### config.mk
export PLATFORM = sky130hd
export DESIGN_NAME = pmp_check_ctrl
export DESIGN_NICKNAME = d
export VERILOG_FILES = /design/src/rtl/pmp_check_ctrl.sv
export SDC_FILE = /design/constraint.sdc
export NUM_CORES = 1
export LEC_CHECK = 0
export BUFFER_PORTS_ARGS = -buffer_cell sky130_fd_sc_hd__buf_2
export CORE_UTILIZATION = 40
export DETAILED_ROUTE_END_ITERATION = 8
export GPL_TIMING_DRIVEN = 0
export REMOVE_ABC_BUFFERS = 1
export SLEW_MARGIN = 0
export SYNTH_ARGS = -nofsm -noshare
export SYNTH_HDL_FRONTEND = slang
export SYNTH_SLANG_ARGS = --single-unit
### constraint.sdc
create_clock -name clk -period 25.8 [get_ports clk]
set_input_delay 5.16 -clock clk [delete_from_list [all_inputs] [get_ports clk]]
set_output_delay 5.16 -clock clk [all_outputs]
set_load 0.05 [all_outputs]
### src/rtl/pmp_check_ctrl.sv
// PMP check controller: a locked-aware PMP entry register file plus a
// sequential scanner that checks one entry per cycle with a shared matcher.
// Each entry's match result is registered before the decision is taken, so a
// hit on entry k responds k+2 cycles after the accept edge.
module pmp_check_ctrl #(
  parameter int NUM_ENTRIES = 8
) (
  input  logic                           clk,
  input  logic                           rst,
  input  logic                           cfg_we,
  input  logic [$clog2(NUM_ENTRIES)-1:0] cfg_idx,
  input  logic [1:0]                     cfg_mode,
  input  logic [2:0]                     cfg_perm,
  input  logic                           cfg_lock,
  input  logic [31:0]                    cfg_addr,
  output logic                           cfg_busy,
  input  logic                           req_valid,
  output logic                           req_ready,
  input  logic [33:0]                    req_addr,
  input  logic [1:0]                     req_size,
  input  logic [1:0]                     req_type,
  input  logic                           req_priv_m,
  output logic                           rsp_valid,
  input  logic                           rsp_ready,
  output logic                           rsp_allow,
  output logic                           rsp_hit,
  output logic [$clog2(NUM_ENTRIES)-1:0] rsp_idx
);

  localparam int IW = $clog2(NUM_ENTRIES);
  localparam logic [IW-1:0] LAST_IDX = IW'(NUM_ENTRIES - 1);

  localparam logic [1:0] MODE_OFF   = 2'b00;
  localparam logic [1:0] MODE_TOR   = 2'b01;
  localparam logic [1:0] MODE_NA4   = 2'b10;
  localparam logic [1:0] MODE_NAPOT = 2'b11;

  typedef enum logic [1:0] {
    S_IDLE = 2'd0,
    S_SCAN = 2'd1,
    S_RESP = 2'd2
  } state_e;

  // Count of consecutive ones starting from bit 0 (32 for all-ones).
  function automatic logic [5:0] trail_ones(input logic [31:0] a);
    logic [5:0] n;
    logic       run;
    n   = 6'd0;
    run = 1'b1;
    for (int i = 0; i < 32; i++) begin
      if (run && a[i]) begin
        n = n + 6'd1;
      end else begin
        run = 1'b0;
      end
    end
    return n;
  endfunction

  // Permission decision for an access that hit an entry.
  function automatic logic hit_allow(input logic priv_m, input logic lock,
                                     input logic [2:0] perm, input logic [1:0] acc);
    logic a;
    case (acc)
      2'b00:   a = (priv_m && !lock) ? 1'b1 : perm[0];
      2'b01:   a = (priv_m && !lock) ? 1'b1 : perm[1];
      2'b10:   a = (priv_m && !lock) ? 1'b1 : perm[2];
      default: a = 1'b0;
    endcase
    return a;
  endfunction

  // Entry register file
  logic [1:0]  mode_q [NUM_ENTRIES];
  logic [2:0]  perm_q [NUM_ENTRIES];
  logic        lock_q [NUM_ENTRIES];
  logic [31:0] eaddr_q[NUM_ENTRIES];

  // Request / scan / response state
  state_e        state_q, state_d;
  logic [33:0]   raddr_q, raddr_d;
  logic [1:0]    rsize_q, rsize_d;
  logic [1:0]    rtype_q, rtype_d;
  logic          rpriv_q, rpriv_d;
  logic [IW-1:0] scan_idx_q, scan_idx_d;
  logic          ev_valid_q, ev_valid_d;
  logic          ev_hit_q, ev_hit_d;
  logic [IW-1:0] ev_idx_q, ev_idx_d;
  logic          rsp_allow_q, rsp_allow_d;
  logic          rsp_hit_q, rsp_hit_d;
  logic [IW-1:0] rsp_idx_q, rsp_idx_d;

  // Config write qualification
  logic [IW:0] nxt_idx;
  logic        nxt_tor_locked;
  logic        cfg_wr;

  // Shared matcher signals
  logic [32:0]   lb, ub, region_lo, region_hi, napot_mask;
  logic [5:0]    napot_t;
  logic [IW-1:0] prev_idx;
  logic          match;

  // Decide whether a config write lands: idle only, and not on a locked
  // entry or the base of a locked TOR entry above it.
  always_comb begin
    nxt_idx = {1'b0, cfg_idx} + {{IW{1'b0}}, 1'b1};
    if (int'(nxt_idx) < NUM_ENTRIES) begin
      nxt_tor_locked = lock_q[nxt_idx[IW-1:0]] && (mode_q[nxt_idx[IW-1:0]] == MODE_TOR);
    end else begin
      nxt_tor_locked = 1'b0;
    end
    if ((int'(cfg_idx) < NUM_ENTRIES) && cfg_we && (state_q == S_IDLE)) begin
      cfg_wr = !lock_q[cfg_idx] && !nxt_tor_locked;
    end else begin
      cfg_wr = 1'b0;
    end
  end

  // Entry register file update; cleared on reset.
  always_ff @(posedge clk or posedge rst) begin
    if (rst) begin
      for (int i = 0; i < NUM_ENTRIES; i++) begin
        mode_q[i]  <= MODE_OFF;
        perm_q[i]  <= 3'b000;
        lock_q[i]  <= 1'b0;
        eaddr_q[i] <= 32'h0;
      end
    end else if (cfg_wr) begin
      mode_q[cfg_idx]  <= cfg_mode;
      perm_q[cfg_idx]  <= cfg_perm;
      lock_q[cfg_idx]  <= cfg_lock;
      eaddr_q[cfg_idx] <= cfg_addr;
    end else begin
      for (int i = 0; i < NUM_ENTRIES; i++) begin
        mode_q[i]  <= mode_q[i];
        perm_q[i]  <= perm_q[i];
        lock_q[i]  <= lock_q[i];
        eaddr_q[i] <= eaddr_q[i];
      end
    end
  end

  // Single matcher: region of the entry at scan_idx_q against the access span.
  always_comb begin
    lb         = {1'b0, raddr_q[33:2]};
    ub         = lb + (33'd1 << rsize_q) - 33'd1;
    prev_idx   = scan_idx_q - IW'(1);
    napot_t    = trail_ones(eaddr_q[scan_idx_q]);
    napot_mask = (33'd1 << (napot_t + 6'd1)) - 33'd1;
    region_lo  = 33'd0;
    region_hi  = 33'd0;
    case (mode_q[scan_idx_q])
      MODE_TOR: begin
        if (scan_idx_q == '0) begin
          region_lo = 33'd0;
        end else begin
          region_lo = {1'b0, eaddr_q[prev_idx]};
        end
        region_hi = {1'b0, eaddr_q[scan_idx_q]};
      end
      MODE_NA4: begin
        region_lo = {1'b0, eaddr_q[scan_idx_q]};
        region_hi = {1'b0, eaddr_q[scan_idx_q]} + 33'd4;
      end
      MODE_NAPOT: begin
        if (napot_t == 6'd32) begin
          region_lo = 33'd0;
          region_hi = 33'h1_0000_0000;
        end else begin
          region_lo = {1'b0, eaddr_q[scan_idx_q]} & ~napot_mask;
          region_hi = ({1'b0, eaddr_q[scan_idx_q]} & ~napot_mask) + napot_mask + 33'd1;
        end
      end
      default: begin
        region_lo = 33'd0;
        region_hi = 33'd0;
      end
    endcase
    if (mode_q[scan_idx_q] == MODE_OFF) begin
      match = 1'b0;
    end else begin
      match = (lb >= region_lo) && (ub < region_hi);
    end
  end

  // FSM next state, scan bookkeeping and response latching.
  always_comb begin
    state_d     = state_q;
    raddr_d     = raddr_q;
    rsize_d     = rsize_q;
    rtype_d     = rtype_q;
    rpriv_d     = rpriv_q;
    scan_idx_d  = scan_idx_q;
    ev_valid_d  = ev_valid_q;
    ev_hit_d    = ev_hit_q;
    ev_idx_d    = ev_idx_q;
    rsp_allow_d = rsp_allow_q;
    rsp_hit_d   = rsp_hit_q;
    rsp_idx_d   = rsp_idx_q;
    case (state_q)
      S_IDLE: begin
        if (req_valid) begin
          state_d    = S_SCAN;
          raddr_d    = req_addr;
          rsize_d    = req_size;
          rtype_d    = req_type;
          rpriv_d    = req_priv_m;
          scan_idx_d = '0;
          ev_valid_d = 1'b0;
        end else begin
          state_d = S_IDLE;
        end
      end
      S_SCAN: begin
        if (ev_valid_q && ev_hit_q) begin
          state_d     = S_RESP;
          rsp_hit_d   = 1'b1;
          rsp_idx_d   = ev_idx_q;
          rsp_allow_d = hit_allow(rpriv_q, lock_q[ev_idx_q], perm_q[ev_idx_q], rtype_q);
        end else if (ev_valid_q && (ev_idx_q == LAST_IDX)) begin
          state_d     = S_RESP;
          rsp_hit_d   = 1'b0;
          rsp_idx_d   = '0;
          rsp_allow_d = rpriv_q;
        end else begin
          ev_valid_d = 1'b1;
          ev_hit_d   = match;
          ev_idx_d   = scan_idx_q;
          if (scan_idx_q != LAST_IDX) begin
            scan_idx_d = scan_idx_q + IW'(1);
          end else begin
            scan_idx_d = scan_idx_q;
          end
        end
      end
      S_RESP: begin
        if (rsp_ready) begin
          state_d = S_IDLE;
        end else begin
          state_d = S_RESP;
        end
      end
      default: begin
        state_d = S_IDLE;
      end
    endcase
  end

  // State and datapath registers; reset aborts any transaction in flight.
  always_ff @(posedge clk or posedge rst) begin
    if (rst) begin
      state_q     <= S_IDLE;
      raddr_q     <= 34'h0;
      rsize_q     <= 2'b00;
      rtype_q     <= 2'b00;
      rpriv_q     <= 1'b0;
      scan_idx_q  <= '0;
      ev_valid_q  <= 1'b0;
      ev_hit_q    <= 1'b0;
      ev_idx_q    <= '0;
      rsp_allow_q <= 1'b0;
      rsp_hit_q   <= 1'b0;
      rsp_idx_q   <= '0;
    end else begin
      state_q     <= state_d;
      raddr_q     <= raddr_d;
      rsize_q     <= rsize_d;
      rtype_q     <= rtype_d;
      rpriv_q     <= rpriv_d;
      scan_idx_q  <= scan_idx_d;
      ev_valid_q  <= ev_valid_d;
      ev_hit_q    <= ev_hit_d;
      ev_idx_q    <= ev_idx_d;
      rsp_allow_q <= rsp_allow_d;
      rsp_hit_q   <= rsp_hit_d;
      rsp_idx_q   <= rsp_idx_d;
    end
  end

  assign cfg_busy  = (state_q != S_IDLE);
  assign req_ready = (state_q == S_IDLE);
  assign rsp_valid = (state_q == S_RESP);
  assign rsp_allow = rsp_allow_q;
  assign rsp_hit   = rsp_hit_q;
  assign rsp_idx   = rsp_idx_q;

endmodule
==> impl_metrics.yaml <==
run_status:
  status: "finished with violations"
  violations: "capacitance limit"
die:
  io_pins: 93
  rows: 99
  dieWidth_um: 276
  dieHeight_um: 276
  core_area_um2: 73600
  initial_core_util_pct: 40.7
  die_area_um2: 76000
routing:
  viasPerCell: 6.25
  wl_per_cell_um: 24.1
  drtPass1Iterations: 5
  wl_met3_um: 5530
  route.detailed.drc: 0
  drt_iter0_drc: 2448
  vias: 25030
  antenna_left: 0
  routed.top_layer: "met4"
  met1_length_um: 41600
  drt-total-wl_um: 96600
  met2WireLength_um: 45700
synthesis:
  synth_edf_count: 0
  mappedNetlistArea_um2: 30000
  synthArstFlopShare_pct: 100
  ys_seq_area_share_pct: 29.7
  syn_avg_cell_area_um2: 10.2
  ys_ff_latch: 356
  yosysTopAreaCell: "dfrtp_1"
  postSynthCellCount: 2934
  synthDistinctLibCells: 113
  synth_top_area_share_pct: 29.7
  synthFlopType: "dfrtp_1"
  ys_top_cells_by_area: "dfrtp_1 30%, mux2_2 12%, mux4_2 11%"
  yosys_warnings: 0
cts:
  clockBufferDepth: 3
  cts_tree: "done"
  cts.sinks: 356
  cts_inserted_buffers: 42
  clkTransAtPathRegs_ps: 60
  cts-root-buf: "clkbuf_16"
  htree_levels: 2
  clk_latency_ps: 590
worst_setup_path:
  r2r_end: "ev_hit_q$_DFFE_PP0P_"
  reg2regPathDepth: 125
  crit_top_cell: "ha_1"
  critical_path_class: "register to register"
  cp_max_fo: 9
  critical-path-slowest-cell: "nor4_1"
  cp_data_arrival_time_ps: 25350
  rr_startpoint: "scan_idx_q[0]$_DFFE_PP0P_"
  max_stage_delay_ps: 1050
  required_ps: 26260
  r2r_setup_slack_ps: 910
  end_kind: "register"
  start_kind: "register"
placement:
  dp_slack_ps: -4390
  portBuffers: 90
  gp_congestion: 0.963
  dpl.hpwl_um: 67200
global_routing:
  grt_pass1_wl_um: 149000
  overflow: 0
  grt_pass1_vias: 25256
  track_usage_pct: 25.2
  grt_start_max_net_pins: 131
  antenna_found_initial: 2
cells_and_area:
  final_util_pct: 46.8
  mostFrequentLayoutCell: "dfrtp_1"
  layout.nets: 3238
  layout_common_cells: "353 x dfrtp_1, 328 x mux2_2, 247 x nand2_1, 169 x nor2_1, 146 x mux4_2"
  drive_gt1_share_pct: 29.7
  syn2layout_area_growth_pct: 14.9
timing:
  max_freq_mhz: 40.2
  drv_slew: 0
  hold_viol_final: 0
  min_period_ps: 24890
  fin_skew_ps: 29.1
  relSlewSlack_pct: 1.06
  setup_violations: 0
  min_period_over_period_pct: 96.5
  worst_pin_slew_ps: 1460
  fin_hold_ws_ps: 482
  fin_ws_ps: 907
  fin_tns_setup_ps: 0
power_and_ir_drop:
  ir_drop_uv: 86.6
  powerDensity_nw_per_um2: 158
  leakagePower_nw: 14.5
  totalPowerFinal_mw: 5.45
worst_hold_path:
  hold_path_class: "register to register"
  min_to: "rsp_hit$_DFFE_PP0P_"
  min_delay_path_depth: 1
  hp-start: "rsp_hit$_DFFE_PP0P_"
run:
  drv_cap: 1
==> logic make-up (layout without fill, tap and decap cells) <==
logic type	after synthesis	in the layout	synth area share (%)
xor+xnor	183	183	6.81
fa+ha+maj	142	142	5.94
compound gates	555	555	12.6
buf+inv	252	363	3.64
other cells	1	3	0.0125
flops	356	356	29.7
simple gates	871	871	14.6
mux	574	574	26.8
==> sequential cells by signal, summed over array words and instances (netlist names), 2 cells and up <==
name / cells
eaddr_q: 256
ev_idx_q: 3
lock_q: 8
mode_q: 16
perm_q: 24
raddr_q: 32
rsize_q: 2
rsp_idx: 3
rtype_q: 2
scan_idx_q: 3
state_q: 2
==> power breakdown <==
group	leakage, nW	total, mW	switching (mW)	internal [mW]
Clock	0.698	0.626	0.249	0.377
Sequential	4.53	1.06	0.245	0.816
Combinational	9.25	3.76	2.06	1.70
==> cells in the mapped netlist, drive strengths merged, types with 34 or more instances <==
cell and count:
ha 139, nand3 87, buf 72, o21ai 132, nor2b 37, inv 101
nand4 44, mux2 333, mux2i 95, nor3 46, nand2 265, a21oi 127
mux4 146, and3 34, dfrtp 356, xor2 54, xnor2 104, nand2b 41
clkbuf 78, nor2 177
==> routing by layer <==
layer	up-vias	GRT usage, %
li1	11191	-
met1	12728	33.9
met2	905	41.6
met3	206	3.18
met4	0	9.18
met5	-	0
==> metrics by stage <==
| stage | instance area [um2] | cells |
|---|---|---|
| CTS | 33700 | 3963 |
| global route | 34400 | 4005 |
| finish | 34400 | 4006 |
| detailed placement | 31500 | 3855 |
| global placement | 30900 | 3833 |
| floorplan | 29300 | 2784 |
==> repair_timing <==
action                     in CTS  in global routing
setup endpoints to repair       1                  1
gates cloned                    4                  2
hold buffers                    0                  0
pin swaps                      18                 66
resized for setup              69                 80
buffers inserted               28                 38
==> final cells by class <==
class / instances / area (um2)
Fill cell: 6808 / 39100
Timing Repair Buffer: 185 / 1630
Antenna cell: 2 / 5.00
Clock buffer: 58 / 1200
Tap cell: 959 / 1200
Multi-Input combinational cell: 2326 / 20800
Sequential cell: 356 / 8920
Clock inverter: 18 / 240
Inverter: 102 / 405
==> worst max-delay path, delay by kind of cell (launching register included) <==
kind	cells	cell delay [ps]
XOR/XNOR	2	640
flip-flops	1	500
adder cells (fa/ha/maj)	30	8540
AND/OR/NAND/NOR	37	5760
multiplexers	10	1720
AO/OA/AOI/OAI	37	6640
buffers and inverters	9	940
==> how the worst max path moves through the flow <==
stage,from,to,slack [ps],cells after the start
final,scan_idx_q[0]$_DFFE_PP0P_,ev_hit_q$_DFFE_PP0P_,910,125
after global routing,scan_idx_q[0]$_DFFE_PP0P_,ev_hit_q$_DFFE_PP0P_,-160,139
after CTS,scan_idx_q[0]$_DFFE_PP0P_,ev_hit_q$_DFFE_PP0P_,9,140
after detailed placement,scan_idx_q[0]$_DFFE_PP0P_,ev_hit_q$_DFFE_PP0P_,-4390,137
after global placement,scan_idx_q[0]$_DFFE_PP0P_,ev_hit_q$_DFFE_PP0P_,-13500,134
after floorplan,scan_idx_q[0]$_DFFE_PP0P_,ev_hit_q$_DFFE_PP0P_,-4860,137
Power figures use the tool's default switching activity.
